==> config.mk <==
export PLATFORM = sky130hd
export DESIGN_NAME = infer_batch_host_flat
export DESIGN_NICKNAME = d
export VERILOG_FILES = /design/src/rtl/infer_batch_host_pkg.sv /design/src/rtl/infer_batch_host_if.sv /design/src/rtl/infer_watchdog.sv /design/src/rtl/infer_batch_host.sv /design/src/flat_wrapper.sv
export SDC_FILE = /design/constraint.sdc
export NUM_CORES = 1
export LEC_CHECK = 0
export CAP_MARGIN = 25
export CELL_PAD_IN_SITES_DETAIL_PLACEMENT = 1
export CELL_PAD_IN_SITES_GLOBAL_PLACEMENT = 2
export CORE_MARGIN = 3
export CORE_UTILIZATION = 37
export CTS_BUF_LIST = sky130_fd_sc_hd__clkbuf_4 sky130_fd_sc_hd__clkbuf_8
export CTS_CLUSTER_DIAMETER = 60
export DETAILED_ROUTE_END_ITERATION = 8
export PLACE_DENSITY = 0.92
export SYNTH_ARGS = -nofsm -noshare
export SYNTH_HDL_FRONTEND = slang
export SYNTH_SLANG_ARGS = --single-unit
==> constraint.sdc <==
create_clock -name clk -period 4.02 [get_ports clk]
set_input_delay 0.603 -clock clk [delete_from_list [all_inputs] [get_ports clk]]
set_output_delay 0.603 -clock clk [all_outputs]
set_load 0.01 [all_outputs]
==> src/rtl/infer_batch_host_pkg.sv <==
// Shared types and constants for the batch inference host and its watchdog.
package infer_batch_host_pkg;

    localparam int DIGIT_W           = 4;
    localparam int NOMINAL_INFER_CYC = 840;
    // Default timeout: 2x headroom over a nominal inference, rounded up to a power of two
    localparam int DEF_TIMEOUT_CYC   = 1 << $clog2(2 * NOMINAL_INFER_CYC);

    typedef enum logic [2:0] {
        S_IDLE,
        S_SETUP,
        S_START,
        S_WAIT,
        S_RELEASE,
        S_DRAIN,
        S_FINISH,
        S_ERROR
    } state_t;

endpackage

==> src/rtl/infer_batch_host_if.sv <==
// start/done/busy handshake between the batch host (master) and the inference core (slave).
interface infer_batch_host_if;
    import infer_batch_host_pkg::*;

    logic               core_start;
    logic               core_busy;
    logic               core_done;
    logic [DIGIT_W-1:0] core_pred;

    modport master (output core_start, input core_busy, core_done, core_pred);
    modport slave  (input core_start, output core_busy, core_done, core_pred);

endinterface

==> src/rtl/infer_watchdog.sv <==
// Cycle watchdog: counts while enabled, saturates and flags when TIMEOUT_CYC-1 is reached.
module infer_watchdog #(
    parameter int TIMEOUT_CYC = 2048,
    parameter int TMO_W       = 12
) (
    input  logic clk,
    input  logic rst_n,
    input  logic clr,
    input  logic en,
    output logic expired
);

    logic [TMO_W-1:0] cnt;

    assign expired = (cnt == TMO_W'(TIMEOUT_CYC - 1));

    always_ff @(posedge clk or negedge rst_n) begin
        if (!rst_n)               cnt <= '0;
        else if (clr)             cnt <= '0;
        else if (en && !expired)  cnt <= cnt + 1'b1;
    end

endmodule

==> src/rtl/infer_batch_host.sv <==
// Batch host: walks NUM_IMG images through the inference core, scores predictions
// against the label ROM and guards every handshake phase with a watchdog.
module infer_batch_host
    import infer_batch_host_pkg::*;
#(
    parameter int NUM_IMG     = 100,
    parameter int IDX_W       = 7,
    parameter int TIMEOUT_CYC = DEF_TIMEOUT_CYC,
    parameter int TMO_W       = 12
) (
    input  logic                 clk,
    input  logic                 rst_n,
    input  logic                 run,
    input  logic                 abort,
    infer_batch_host_if.master   core,
    output logic [IDX_W-1:0]     img_idx,
    input  logic [DIGIT_W-1:0]   label,
    output logic [DIGIT_W-1:0]   pred_out,
    output logic                 pred_valid,
    output logic [IDX_W:0]       img_cnt,
    output logic [IDX_W:0]       correct_cnt,
    output logic                 batch_done,
    output logic                 err_timeout,
    output logic                 active
);

    state_t             state, nxt;
    logic               start_q, start_d;
    logic [IDX_W-1:0]   idx_d;
    logic [DIGIT_W-1:0] pred_d;
    logic               pv_d;
    logic [IDX_W:0]     cnt_d, cor_d;
    logic               wd_clr, wd_en, wd_expired;
    logic               core_idle;

    assign core.core_start = start_q;
    assign core_idle       = !core.core_done && !core.core_busy;

    infer_watchdog #(.TIMEOUT_CYC(TIMEOUT_CYC), .TMO_W(TMO_W)) u_wd (
        .clk     (clk),
        .rst_n   (rst_n),
        .clr     (wd_clr),
        .en      (wd_en),
        .expired (wd_expired)
    );

    always_comb begin
        nxt     = state;
        start_d = start_q;
        idx_d   = img_idx;
        pred_d  = pred_out;
        pv_d    = 1'b0;
        cnt_d   = img_cnt;
        cor_d   = correct_cnt;
        wd_en   = 1'b0;
        case (state)
            S_IDLE, S_FINISH, S_ERROR: begin
                if (run) begin
                    idx_d = '0;
                    cnt_d = '0;
                    cor_d = '0;
                    nxt   = S_SETUP;
                end
            end
            S_SETUP: nxt = S_START;
            S_START: begin
                start_d = 1'b1;
                nxt     = S_WAIT;
            end
            S_WAIT: begin
                wd_en = 1'b1;
                if (core.core_done) begin
                    pred_d  = core.core_pred;
                    pv_d    = 1'b1;
                    cnt_d   = img_cnt + 1'b1;
                    if (core.core_pred == label) cor_d = correct_cnt + 1'b1;
                    start_d = 1'b0;
                    nxt     = S_RELEASE;
                end else if (wd_expired) begin
                    start_d = 1'b0;
                    nxt     = S_ERROR;
                end
            end
            S_RELEASE: begin
                wd_en = 1'b1;
                if (core_idle) begin
                    if (img_cnt == (IDX_W+1)'(NUM_IMG)) begin
                        nxt = S_FINISH;
                    end else begin
                        idx_d = img_idx + 1'b1;
                        nxt   = S_SETUP;
                    end
                end else if (wd_expired) begin
                    nxt = S_ERROR;
                end
            end
            S_DRAIN: begin
                wd_en = 1'b1;
                if (core_idle)       nxt = S_IDLE;
                else if (wd_expired) nxt = S_ERROR;
            end
            default: nxt = S_IDLE;
        endcase
        // Abort overrides everything above, including a done arriving in the same cycle
        if (abort && (state inside {S_SETUP, S_START, S_WAIT, S_RELEASE})) begin
            start_d = 1'b0;
            idx_d   = img_idx;
            pred_d  = pred_out;
            pv_d    = 1'b0;
            cnt_d   = img_cnt;
            cor_d   = correct_cnt;
            nxt     = S_DRAIN;
        end
        wd_clr = (nxt != state);
    end

    always_ff @(posedge clk or negedge rst_n) begin
        if (!rst_n) begin
            state       <= S_IDLE;
            start_q     <= 1'b0;
            img_idx     <= '0;
            pred_out    <= '0;
            pred_valid  <= 1'b0;
            img_cnt     <= '0;
            correct_cnt <= '0;
            batch_done  <= 1'b0;
            err_timeout <= 1'b0;
            active      <= 1'b0;
        end else begin
            state       <= nxt;
            start_q     <= start_d;
            img_idx     <= idx_d;
            pred_out    <= pred_d;
            pred_valid  <= pv_d;
            img_cnt     <= cnt_d;
            correct_cnt <= cor_d;
            batch_done  <= (nxt == S_FINISH);
            err_timeout <= (nxt == S_ERROR);
            active      <= !(nxt inside {S_IDLE, S_FINISH, S_ERROR});
        end
    end

endmodule

==> src/flat_wrapper.sv <==
// flat-port wrapper written by rule: the top's interface ports become plain ports
module infer_batch_host_flat import infer_batch_host_pkg::*;
#(
    parameter int NUM_IMG     = 100,
    parameter int IDX_W       = 7,
    parameter int TIMEOUT_CYC = DEF_TIMEOUT_CYC,
    parameter int TMO_W       = 12
)
  (clk, rst_n, run, abort, img_idx, label, pred_out, pred_valid, img_cnt, correct_cnt, batch_done, err_timeout, active, core_core_start, core_core_busy, core_core_done, core_core_pred);
  infer_batch_host_if core_i ();
  input  logic clk;
  input  logic rst_n;
  input  logic run;
  input  logic abort;
  output logic [IDX_W-1:0] img_idx;
  input  logic [DIGIT_W-1:0] label;
  output logic [DIGIT_W-1:0] pred_out;
  output logic pred_valid;
  output logic [IDX_W:0] img_cnt;
  output logic [IDX_W:0] correct_cnt;
  output logic batch_done;
  output logic err_timeout;
  output logic active;
  output wire logic [$bits(core_i.core_start)-1:0] core_core_start;
  input wire logic [$bits(core_i.core_busy)-1:0] core_core_busy;
  input wire logic [$bits(core_i.core_done)-1:0] core_core_done;
  input wire logic [$bits(core_i.core_pred)-1:0] core_core_pred;
  assign core_core_start = core_i.core_start;
  assign core_i.core_busy = core_core_busy;
  assign core_i.core_done = core_core_done;
  assign core_i.core_pred = core_core_pred;
  infer_batch_host #(.NUM_IMG(NUM_IMG), .IDX_W(IDX_W), .TIMEOUT_CYC(TIMEOUT_CYC), .TMO_W(TMO_W)) u_core (.clk(clk), .rst_n(rst_n), .run(run), .abort(abort), .core(core_i), .img_idx(img_idx), .label(label), .pred_out(pred_out), .pred_valid(pred_valid), .img_cnt(img_cnt), .correct_cnt(correct_cnt), .batch_done(batch_done), .err_timeout(err_timeout), .active(active));
endmodule
After elaboration in Yosys (flattened, before gate mapping)
Index checks and enable logic that the tools add are counted.
- register bits: 47
- latch bits: 0
- memory bits (writable): 0
- bits in read-only memories: 0
- memories kept: 0
- $add $sub $neg: 4
- $mul: 0
- divide/modulo/power cells: 0
- $lt $le $gt $ge: 0
- equality and inequality tests: 19
- shifts and indexed selects: 0
- muxes and demuxes: 28
- bitwise logic cells: 1
- reductions and logical operators: 22
- operator list (operator ; number):
    $mux 8 ; 4
    $pmux 8 s2 ; 2
    $mux 12 ; 2
    $mux 3 ; 7
    $mux 7 ; 3
    $eq 3x3->1 const B ; 6
    $pmux 3 s6 ; 1
    $add 8x1->8 const B ; 2
    $pmux 7 s2 ; 1
    $add 12x1->12 const B ; 1
    $eq 12x11->1 const B ; 1
    $reduce_and 5->1 ; 2
    $eq 8x7->1 const B ; 1
    $add 7x1->7 const B ; 1
    $mux 1 ; 7
    $eq 3x2->1 const B ; 2
    $logic_not 3->1 ; 2
    $ne 2x2->1 const B ; 3
    $reduce_bool 2->1 ; 3
    $reduce_bool 3->1 ; 2
    $reduce_or 3->1 ; 2
    $eq 4x4->1 ; 1
    $logic_not 1->1 ; 4
    $ne 2x1->1 const B ; 2
    other kinds (10) ; 12

Longest topological paths before layout
Gate-level depths: netlist of the first run.
- word-level depth: 8
- gate-level depth with buffers: 10
- depth with buffers taken out: 8

By module
Synthesis of the first run repeated with hierarchy kept, for this count alone.
- cell total of the unflattened synthesis: 295
- area total of the unflattened synthesis: 2852.7 um2
- modules (own cells, without submodules) (module ; times used ; cells an instance ; area each (um2)):
    infer_batch_host ; 1 ; 230 ; 2195.9
    infer_watchdog ; 1 ; 65 ; 656.9

Worst setup path after synthesis of the first run
OpenSTA, ideal clock, no wires.
- path type: flip-flop to flip-flop
- start point: register u_core.state[1]
- end point: register u_core.active
- setup time: 133 ps
- arrival: 2152 ps
- data required time: 3887 ps
- slack: 1735 ps
- cell stages (with the launch flop): 10
- buffers on the path: 1
- clock period less this slack: 2285 ps
- cell sequence: dfrtp_1 buf_2 inv_1 ha_1 nand2b_1 and3_1 o21ai_0 o311ai_0 and3_1 o21ai_0
- cells in the longest elaborated chain, start to end: 7
- elaborated cells on any way between the ends: 23
- RTL lines (element ; line ; RTL):
    from (decl) ; infer_batch_host.sv:27 ; state_t state, nxt;
    from (signal assigned) ; infer_batch_host.sv:130 ; state <= nxt;
    $eq 3x3->1 (tied with other cells) ; infer_batch_host.sv:56 ; case (state)
    $reduce_or 3->1 (tied with other cells) ; infer_batch_host.sv:56 ;
    $pmux 3 s6 / $logic_and 1x1->1 (equally long branches) ; infer_batch_host.sv:56, infer_batch_host.sv:105 ;
    $mux 3 (*) ; infer_batch_host.sv:105 ; if (abort && (state inside {S_SETUP, S_START, S_WAIT, S_RELEASE})) begin
    $eq 3x3->1 / $logic_not 3->1 (equally long branches) ; infer_batch_host.sv:139 ; active <= !(nxt inside {S_IDLE, S_FINISH, S_ERROR});
    $reduce_bool 3->1 (*) ; infer_batch_host.sv:139 ;
    $logic_not 1->1 (*) ; infer_batch_host.sv:139 ;
    to (signal assigned) ; infer_batch_host.sv:139 ;
    to (decl) ; infer_batch_host.sv:24 ; output logic active
Every way passes the cells marked *; elsewhere a longest branch is shown, timed or not.
A chain may end at the register's enable or synchronous reset.

Worst setup path in the final report of the first run
- start point: input core_core_done
- end point: register u_core.u_wd.cnt[1]
- cells in the longest elaborated chain, start to end: 7
- elaborated cells on any way between the ends: 10
- RTL lines (element ; line ; RTL):
    from (decl) ; flat_wrapper.sv:26 ; input wire logic [$bits(core_i.core_done)-1:0] core_core_done;
    $logic_not 1->1 ; infer_batch_host.sv:37 ; assign core_idle = !core.core_done && !core.core_busy;
    $logic_and 1x1->1 ; infer_batch_host.sv:37 ;
    $mux 3 (on tied branches) ; infer_batch_host.sv:99, infer_batch_host.sv:86 ;
    $pmux 3 s6 (*) ; infer_batch_host.sv:56 ;
    $mux 3 (*) ; infer_batch_host.sv:105 ;
    $ne 3x3->1 (*) ; infer_batch_host.sv:114 ; wd_clr = (nxt != state);
    $mux 12 / $reduce_bool 2->1 (equally long branches) ; -- ;
    to (signal assigned) ; infer_watchdog.sv:20 ; else if (en && !expired) cnt <= cnt + 1'b1;
    to (decl) ; infer_watchdog.sv:13 ; logic [TMO_W-1:0] cnt;
Marked as above.

==> out/metrics.cfg, run 1 <==
[drt]
avgRoutedWirePerCell_um=16.0
drc_errors=0
viasPerCell=5.41
drtPass1Iterations=4
routed-via-count=2271
antenna_left=0
wirelength_um=6730
drtIter0Drc=47

[cells_and_area]
fin_util=0.479
area_growth_pct=22.2
drive_above_1_share=0.123
multi_input_area_mm2=0.00147
diodes=0
nFillCells=826
register_area_mm2=0.00118
nNetsFinal=343

[critical_path]
worst-path-buf-inv=1
required_ns=4.23
cp_slowest_cell=o41a_1
reg2reg_from=u_core.state[2]
critPathLaunchType=input port
cp-end-kind=flip-flop
worstPathCellList=clkdlybuf4s50_1 > nor2_2 > nand2_1 > o221a_1 > and4_1 > o41a_1 > nor3_1
r2r_slack_ns=1.27
crit_path_max_incr_delay_ns=0.63
crit_path_max_fanout=12
r2r_end=u_core.active
arrival_ns=2.98
worst_r2r_path_depth=7
crit_type=in2reg
cp_top_family=compound AO/OA/AOI/OAI gates

[synthesis]
async_flop_share=1.00
netlist.area_leader.share=0.427
yosysTopAreaCell=dfrtp_1
seq_area_frac_synth=0.427
synthesis.nets=300
ys.flop_type=dfrtp_1
synth_edf_count=0
synth_seq_cells=47
synth_area_leaders=dfrtp_1, xor2_1, xnor2_1
synth.distinct_cells=60
syn_area_mm2=0.00275
syn_inst=280
yosys_warnings=0
synth_area_per_cell_um2=9.83

[clocking]
clk_pin_slew_ns=0.08
cts_root_buf=clkbuf_8
clk_path_buf_depth=2
cts_tree=done
cts_resized=0
ctsHoldBuffers=0
cts.sinks=47
clk_latency_ns=0.30
cts.repair_timing.setup_buffer_count=0
cts_inserted_buffers=5
cts_htree_levels=2

[placement]
preCtsSetupSlack_ns=0.927
hpwl_um=4970
port_buffers=45
gp_congestion=0.808

[pwr]
p_total_mw=1.73
powerDensity_mw_per_mm2=513
ir_drop_v=0.000276
p_leak_nw=1.36

[floorplan]
dieWidth_um=92.3
dieArea_mm2=0.00851
rows=30
ioPinCount=46
design.core.area_mm2=0.00702
die_y_um=92.3
start_util=0.392

[timing]
clock_skew_ns=0.0110
slew_viol_final=0
post-route-min-period_ns=2.77
setup_slack_ns=1.25
slew_headroom=0.346
whs_ns=0.197
tightest_slew_ns=0.969
post-route-period-util=0.689
finalSetupTns_ns=0
setup_viol=0
max_freq_mhz=361
rsz0062_at_grt=no
finalHoldViolCount=0

[run]
cap_violations=0

[hold_path]
hold_path.class=in2async

[global_route]
grt_pass1_vias=2323
grt_usage=0.170
grt_max_degree=35
grt_pass1_wl_um=11800
antenna_found_initial=0
gr-total-overflow=0

[outcome]
run_status=complete, no violations

==> power by group <==
part / internal, mW / switching, mW
clock network: 0.148 / 0.165
logic: 0.323 / 0.454
registers: 0.540 / 0.0962
==> per-layer routing <==
metal / track usage / up-vias / part of all wire
met5: 0 / - / 0
li1: - / 1100 / -
met4: 0.0470 / 0 / 0.015
met1: 0.245 / 1131 / 0.49
met3: 0.0353 / 8 / 0.029
met2: 0.259 / 32 / 0.47
==> layout by cell type, fill, tap and decap left out, types with 2 or more instances in the layout <==
cell	instances
dfrtp_1	47
clkdlybuf4s50_1	44
nor2_1	23
nand2_1	21
xor2_1	18
o21ai_0	14
nand4_1	13
nand3_1	13
a21oi_1	12
xnor2_1	12
nor3_2	10
inv_1	6
nor3_1	6
ha_1	6
clkbuf_8	6
and3_1	4
nor4_1	4
a211oi_1	4
mux2_2	4
or2_2	3
o211ai_1	3
and2_1	3
or3_1	2
and3b_1	2
o21a_1	2
a31o_2	2
o31ai_1	2
o22ai_1	2
o21ai_1	2
buf_4	2
==> registers in the layout (all words and copies together) (netlist names) <==
name / count
u_core.batch_done: 1
u_core.state: 3
u_core.active: 1
u_core.img_idx: 7
u_core.core.core_start: 1
u_core.correct_cnt: 8
u_core.img_cnt: 8
u_core.pred_valid: 1
u_core.err_timeout: 1
u_core.pred_out: 4
u_core.u_wd.cnt: 12
==> worst register-to-register path: cells and delay by family (launching register included) <==
kind | cells | cell delay, ns
adder cells (fa/ha/maj) | 1 | 0.37
AO/OA/AOI/OAI | 3 | 1.03
AND/OR/NAND/NOR | 3 | 0.57
flip-flops | 1 | 0.66
==> layout make-up <==
cell class	instances	area share
Sequential cell	47	0.350
Clock buffer	7	0.0268
Inverter	6	0.00669
Clock inverter	1	0.00260
Multi-Input combinational cell	215	0.436
Timing Repair Buffer	48	0.143
Tap cell	96	0.0357
==> synthesized netlist by cell type (all sizes together) (2+ instances only) <==
master,number
a211oi,4
a21oi,12
a31o,2
and2,3
and3,4
and3b,2
and4,2
buf,7
clkbuf,5
dfrtp,47
ha,6
inv,6
mux2,4
nand2,22
nand2b,2
nand3,13
nand4,14
nor2,24
nor3,17
nor3b,3
nor4,4
o211ai,3
o21a,2
o21ai,16
o22ai,2
o31ai,2
or2,3
or3,2
xnor2,12
xor2,18
==> cell families (layout without fill, tap and decap cells) <==
kind of cell	Yosys count	count (layout)	share of synthesized area
AOI/OAI and AO/OA	52	52	0.124
DFF	47	47	0.427
buffers and inverters	18	62	0.0400
adders and majority gates	6	6	0.0273
and+or+nand+nor	122	122	0.266
muxes	5	5	0.0200
xor gates and xnor gates	30	30	0.0955
==> how the worst max path moves through the flow <==
stage / startpoint / endpoint / slack [ns] / depth (start not counted)
6_report: core_core_done / u_core.u_wd.cnt[1] / 1.25 / 7
5_1_grt: run / u_core.img_idx[3] / 1.01 / 7
4_1_cts: core_core_done / u_core.u_wd.cnt[1] / 1.25 / 7
3_5_place_dp: core_core_done / u_core.u_wd.cnt[1] / 0.93 / 7
3_3_place_gp: run / u_core.active / 1.01 / 7
2_1_floorplan: u_core.state[1] / u_core.active / 1.73 / 9
==> metrics by stage <==
stage                     area, µm²  cells
after floorplan                2750    280
after global placement         3250    411
after detailed placement       3270    412
after CTS                      3360    420
after global routing           3360    420
final                          3360    420
No activity file was read; power rests on OpenSTA's default activity.
==> run 2: changes to the inputs <==
CORE_UTILIZATION = 34   (was 37)
PLACE_DENSITY = 0.86   (was 0.92)
clock period = 2.9 ns   (was 4.02 ns; I/O delays follow)
==> run 2 against run 1 <==
  * Non-clock buffer count grew 12
  * Final area rose by 2.8%
  * Clock skew decreased by 0.0044 ns
  * Die area up 8.2%
  * Routed wire length rose by 2.4%
  * Register-to-register slack got worse by 0.95 ns
  * Clock-buffer cell count down 1
  * Core utilization decreased by 3.7 points
  * Via count is 1.5% higher
  * Sequential cell count stayed put
  * Sequential power grew 36%
  * Critical path depth rose by 1
  * Critical path type is now reg2reg
==> out/metrics.cfg, run 2 (synthesis results as in run 1) <==
[outcome]
run_status=complete, no violations

[clocking]
cts_htree_levels=2
clk_latency_ns=0.29
cts_resized=0
cts_tree=done
cts_root_buf=clkbuf_8
cts_inserted_buffers=5
cts.sinks=47
ctsHoldBuffers=0
clk_pin_slew_ns=0.08
clk_path_buf_depth=2
cts.repair_timing.setup_buffer_count=0

[floorplan]
design.core.area_mm2=0.00781
start_util=0.353
rows=32
ioPinCount=46
die_y_um=96.0
dieArea_mm2=0.00921
dieWidth_um=96.0

[pwr]
p_comb_frac=0.465
switchingPower_uw=999
pwr-share-seq=0.347
ir_drop_v=0.000329
p_total_mw=2.50
swShare=0.399
clkPwrFrac=0.189
p_leak_nw=1.42
internal-power_mw=1.50
powerDensity_mw_per_mm2=724

[critical_path]
reg2reg_from=u_core.img_cnt[0]
worstPathCellList=inv_1 > ha_1 > nor4bb_1 > and2_1 > o221a_1 > and4_1 > o41a_1 > nor3_1
crit_path_max_incr_delay_ns=0.61
crit_type=reg2reg
cp_slowest_cell=o41a_1
crit_path_max_fanout=12
worst-path-buf-inv=1
r2r_slack_ns=0.32
arrival_ns=2.73
critPathLaunchType=flip-flop
worst_r2r_path_depth=8
required_ns=3.05
cp-end-kind=flip-flop
cp_top_family=simple AND/OR/NAND/NOR gates
r2r_end=u_core.u_wd.cnt[0]

[cells_and_area]
layout_commonest_cell=dfrtp_1
regMostFlops=u_core.u_wd.cnt
largest_reg_flops=12
area_growth_pct=25.6
nNetsFinal=355
drive_above_1_share=0.152
nFillCells=916
diodes=0
reg.largest.list=u_core.u_wd.cnt x12, u_core.correct_cnt x8, u_core.img_cnt x8
mostFrequentLayoutCells=dfrtp_1, clkdlybuf4s50_1, nor2_1
multi_input_area_mm2=0.00147
register_area_mm2=0.00118

[hold_path]
hold_path.class=in2async

[global_route]
antenna_found_initial=0
grt_pass1_vias=2410
gr-total-overflow=0
grt_pass1_wl_um=11700
grt_usage=0.161
grt_max_degree=27

[timing]
tightest_slew_ns=0.719
whs_ns=0.143
finalSetupTns_ns=0
post-route-period-util=0.889
rsz0062_at_grt=no
max_freq_mhz=388
slew_headroom=0.521
clock_skew_ns=0.00664
slew_viol_final=0
setup_viol=0
post-route-min-period_ns=2.58
finalHoldViolCount=0

[placement]
hpwl_um=5210
gp_congestion=0.854
port_buffers=45

[drt]
wirelength_um=6890
viasPerCell=5.27
avgRoutedWirePerCell_um=15.8
drtIter0Drc=45
drtPass1Iterations=4
antenna_left=0
routed-via-count=2304
drc_errors=0

[run]
cap_violations=0

## run 2: area by class of cell
cell class	instances	share of cell area
multi-input cells	215	0.424
flip-flops and latches	47	0.340
repair buffers	60	0.161
well taps	102	0.0369
clock buffers	6	0.0221
clock inverters	1	0.00869
inverters	6	0.00651
## run 2: worst reg2reg max path: cells and delay by family (launching register included)
family | cells | cell delay, ns
compound gates | 2 | 0.85
fa+ha+maj | 1 | 0.15
buf+inv | 1 | 0.13
flops | 1 | 0.43
simple gates | 4 | 0.89
## run 2: stage by stage
step,worst slack (ns),instances,util,area [µm²]
final,0.322,437,0.443,3460
after global routing,0.0897,437,0.443,3460
after CTS,0.315,437,0.443,3460
after detailed placement,0.104,430,0.429,3350
after global placement,0.160,430,0.429,3350
after floorplan,0.615,280,-,2750
## run 2: worst max path at each step
| stage | from | to | slack, ns | cells past startpoint |
|---|---|---|---|---|
| 2_1_floorplan | u_core.state[1] | u_core.active | 0.61 | 9 |
| 3_3_place_gp | core_core_done | u_core.u_wd.cnt[0] | 0.16 | 7 |
| 3_5_place_dp | core_core_done | u_core.u_wd.cnt[0] | 0.10 | 7 |
| 4_1_cts | u_core.img_cnt[0] | u_core.u_wd.cnt[0] | 0.31 | 8 |
| 5_1_grt | u_core.img_cnt[0] | u_core.u_wd.cnt[0] | 0.09 | 8 |
| 6_report | u_core.img_cnt[0] | u_core.u_wd.cnt[0] | 0.32 | 8 |
## run 2: power groups by stage
stage	clock network [mW]	registers [mW]	logic, mW
after detailed placement	0	0.882	1.16
after global routing	0.516	0.889	1.30
after global placement	0	0.874	1.14
after floorplan	0	0.876	0.791
final	0.472	0.867	1.16
after CTS	0.488	0.869	1.17
## run 2: metal layers
metal,GRT usage,wire (µm),share of wire
met3,0.0360,236,0.034
met4,0.0284,33,0.0048
met1,0.214,3160,0.46
met2,0.272,3460,0.50
met5,0,0,0
==> run 3: changes to the inputs <==
CORE_ASPECT_RATIO = 1.1   (was default)
SKIP_CTS_REPAIR_TIMING = 1   (was default)
==> run 3 against run 2 <==
  * Core utilization is 1.0 points higher
  * Worst setup slack worse by 0.031 ns
  * Final area is 0.62% higher
  * Power up 1.4%
  * Clock skew up 0.0029 ns
  * Register-to-register slack got worse by 0.03 ns
  * Via count decreased by 0.30%
  * Sequential share of layout area shrank 0.21 points
  * Clock-buffer cell count did not move
  * Sequential power about the same
  * Worst hold slack got worse by 0.067 ns
  * Critical endpoint is now u_core.active
  * Largest cell class unchanged
  * Highest routed layer unchanged
==> out/metrics.cfg, run 3 (synthesis results as in run 1) <==
[global_route]
grt_pass1_vias=2408
grt_max_degree=30
grt_usage=0.155
antenna_found_initial=0
grt_pass1_wl_um=11700
gr-total-overflow=0

[cells_and_area]
area_growth_pct=26.4
register_area_mm2=0.00118
nFillCells=896
diodes=0
reg.largest.list=u_core.u_wd.cnt x12, u_core.correct_cnt x8, u_core.img_cnt x8
stdcell_area_mm2=0.00348
drive_above_1_share=0.155
mostFrequentLayoutCells=dfrtp_1, clkdlybuf4s50_1, nor2_1
multi_input_area_mm2=0.00147
regMostFlops=u_core.u_wd.cnt
layout_commonest_cell=dfrtp_1
nNetsFinal=354
largest_reg_flops=12

[pwr]
powerDensity_mw_per_mm2=729
p_leak_nw=1.43
ir_drop_v=0.000310

[timing]
finalSetupTns_ns=0
rsz0062_at_grt=no
clock_skew_ns=0.00959
finalHoldViolCount=0
setup_viol=0
max_freq_mhz=383
post-route-min-period_ns=2.61
slew_headroom=0.666
slew_viol_final=0
tightest_slew_ns=0.496
post-route-period-util=0.900

[clocking]
cts_root_buf=clkbuf_8
clk_latency_ns=0.30
cts_tree=done
cts.sinks=47
cts_htree_levels=2
cts_inserted_buffers=5
clk_pin_slew_ns=0.09
clk_path_buf_depth=2

[drt]
drc_errors=0
drtPass1Iterations=4
wirelength_um=6790
routed-via-count=2297
viasPerCell=5.22
antenna_left=0
drtIter0Drc=67
avgRoutedWirePerCell_um=15.4

[floorplan]
die_y_um=100
dieArea_mm2=0.00921
ioPinCount=46
rows=33
dieWidth_um=91.8
design.core.area_mm2=0.00768
start_util=0.358

[critical_path]
worstPathCellList=inv_1 > ha_1 > nand2b_1 > and3_1 > o21ai_0 > o311ai_0 > buf_4 > and3_1 > o21ai_0
arrival_ns=2.79
reg2reg_from=u_core.state[1]
crit_path_max_incr_delay_ns=0.63
crit_type=reg2reg
cp_top_family=flip-flops
critPathLaunchType=flip-flop
worst-path-buf-inv=2
required_ns=3.08
crit_path_max_fanout=12
startpoint=u_core.state[1]
cp-end-kind=flip-flop
cp_slowest_cell=dfrtp_1

[placement]
place_area_mm2=0.00336
port_buffers=45
gp_congestion=0.825
hpwl_um=5130

[hold_path]
hold_path.class=in2async

[run]
cap_violations=0

[outcome]
run_status=complete, no violations

## run 3: worst paths after layout
kind	to	slack (ns)	cells after the start
max reg2reg	u_core.active	0.29	9
min in group clk	u_core.pred_out[2]	0.52	1
max	u_core.active	0.29	9
max in group asynchronous	u_core.correct_cnt[3]	2.31	2
min	u_core.u_wd.cnt[8]	0.08	1
min reg2reg	u_core.pred_out[2]	0.52	1
## run 3: layout make-up
class | count | area share
Multi-Input combinational cell | 215 | 0.422
Sequential cell | 47 | 0.338
Timing Repair Buffer | 59 | 0.162
Tap cell | 105 | 0.0378
Clock buffer | 6 | 0.0237
Clock inverter | 2 | 0.0101
Inverter | 6 | 0.00647
## run 3: routing by layer
| layer | up-vias | GRT usage | routed length [µm] |
|---|---|---|---|
| li1 | 1117 | - | - |
| met1 | 1138 | 0.217 | 3300 |
| met2 | 37 | 0.245 | 3150 |
| met3 | 5 | 0.0360 | 272 |
| met4 | 0 | 0.0377 | 67 |
| met5 | - | 0 | 0 |
## run 3: report_power, final
part | internal, mW | switching [mW] | leakage (nW)
clock network | 0.279 | 0.227 | 0.0612
registers | 0.750 | 0.116 | 0.639
logic | 0.496 | 0.667 | 0.726
total | 1.53 | 1.01 | 1.43
## run 3: worst register-to-register path, cell delays in order (launching register included)
cell      delay (ns)
dfrtp_1         0.63
inv_1           0.25
ha_1            0.40
nand2b_1        0.11
and3_1          0.19
o21ai_0         0.12
o311ai_0        0.38
buf_4           0.20
and3_1          0.14
o21ai_0         0.08
## run 3: metrics by stage
step	std cells	util	setup slack, ns	hold WS (ns)	power (mW)
2_1_floorplan	280	-	0.615	0.139	1.67
3_3_place_gp	431	0.435	0.198	0.491	2.01
3_5_place_dp	432	0.437	0.124	0.423	2.04
4_1_cts	440	0.453	0.276	0.0842	2.56
5_1_grt	440	0.453	0.101	0.0980	2.74
6_report	440	0.453	0.291	0.0759	2.54
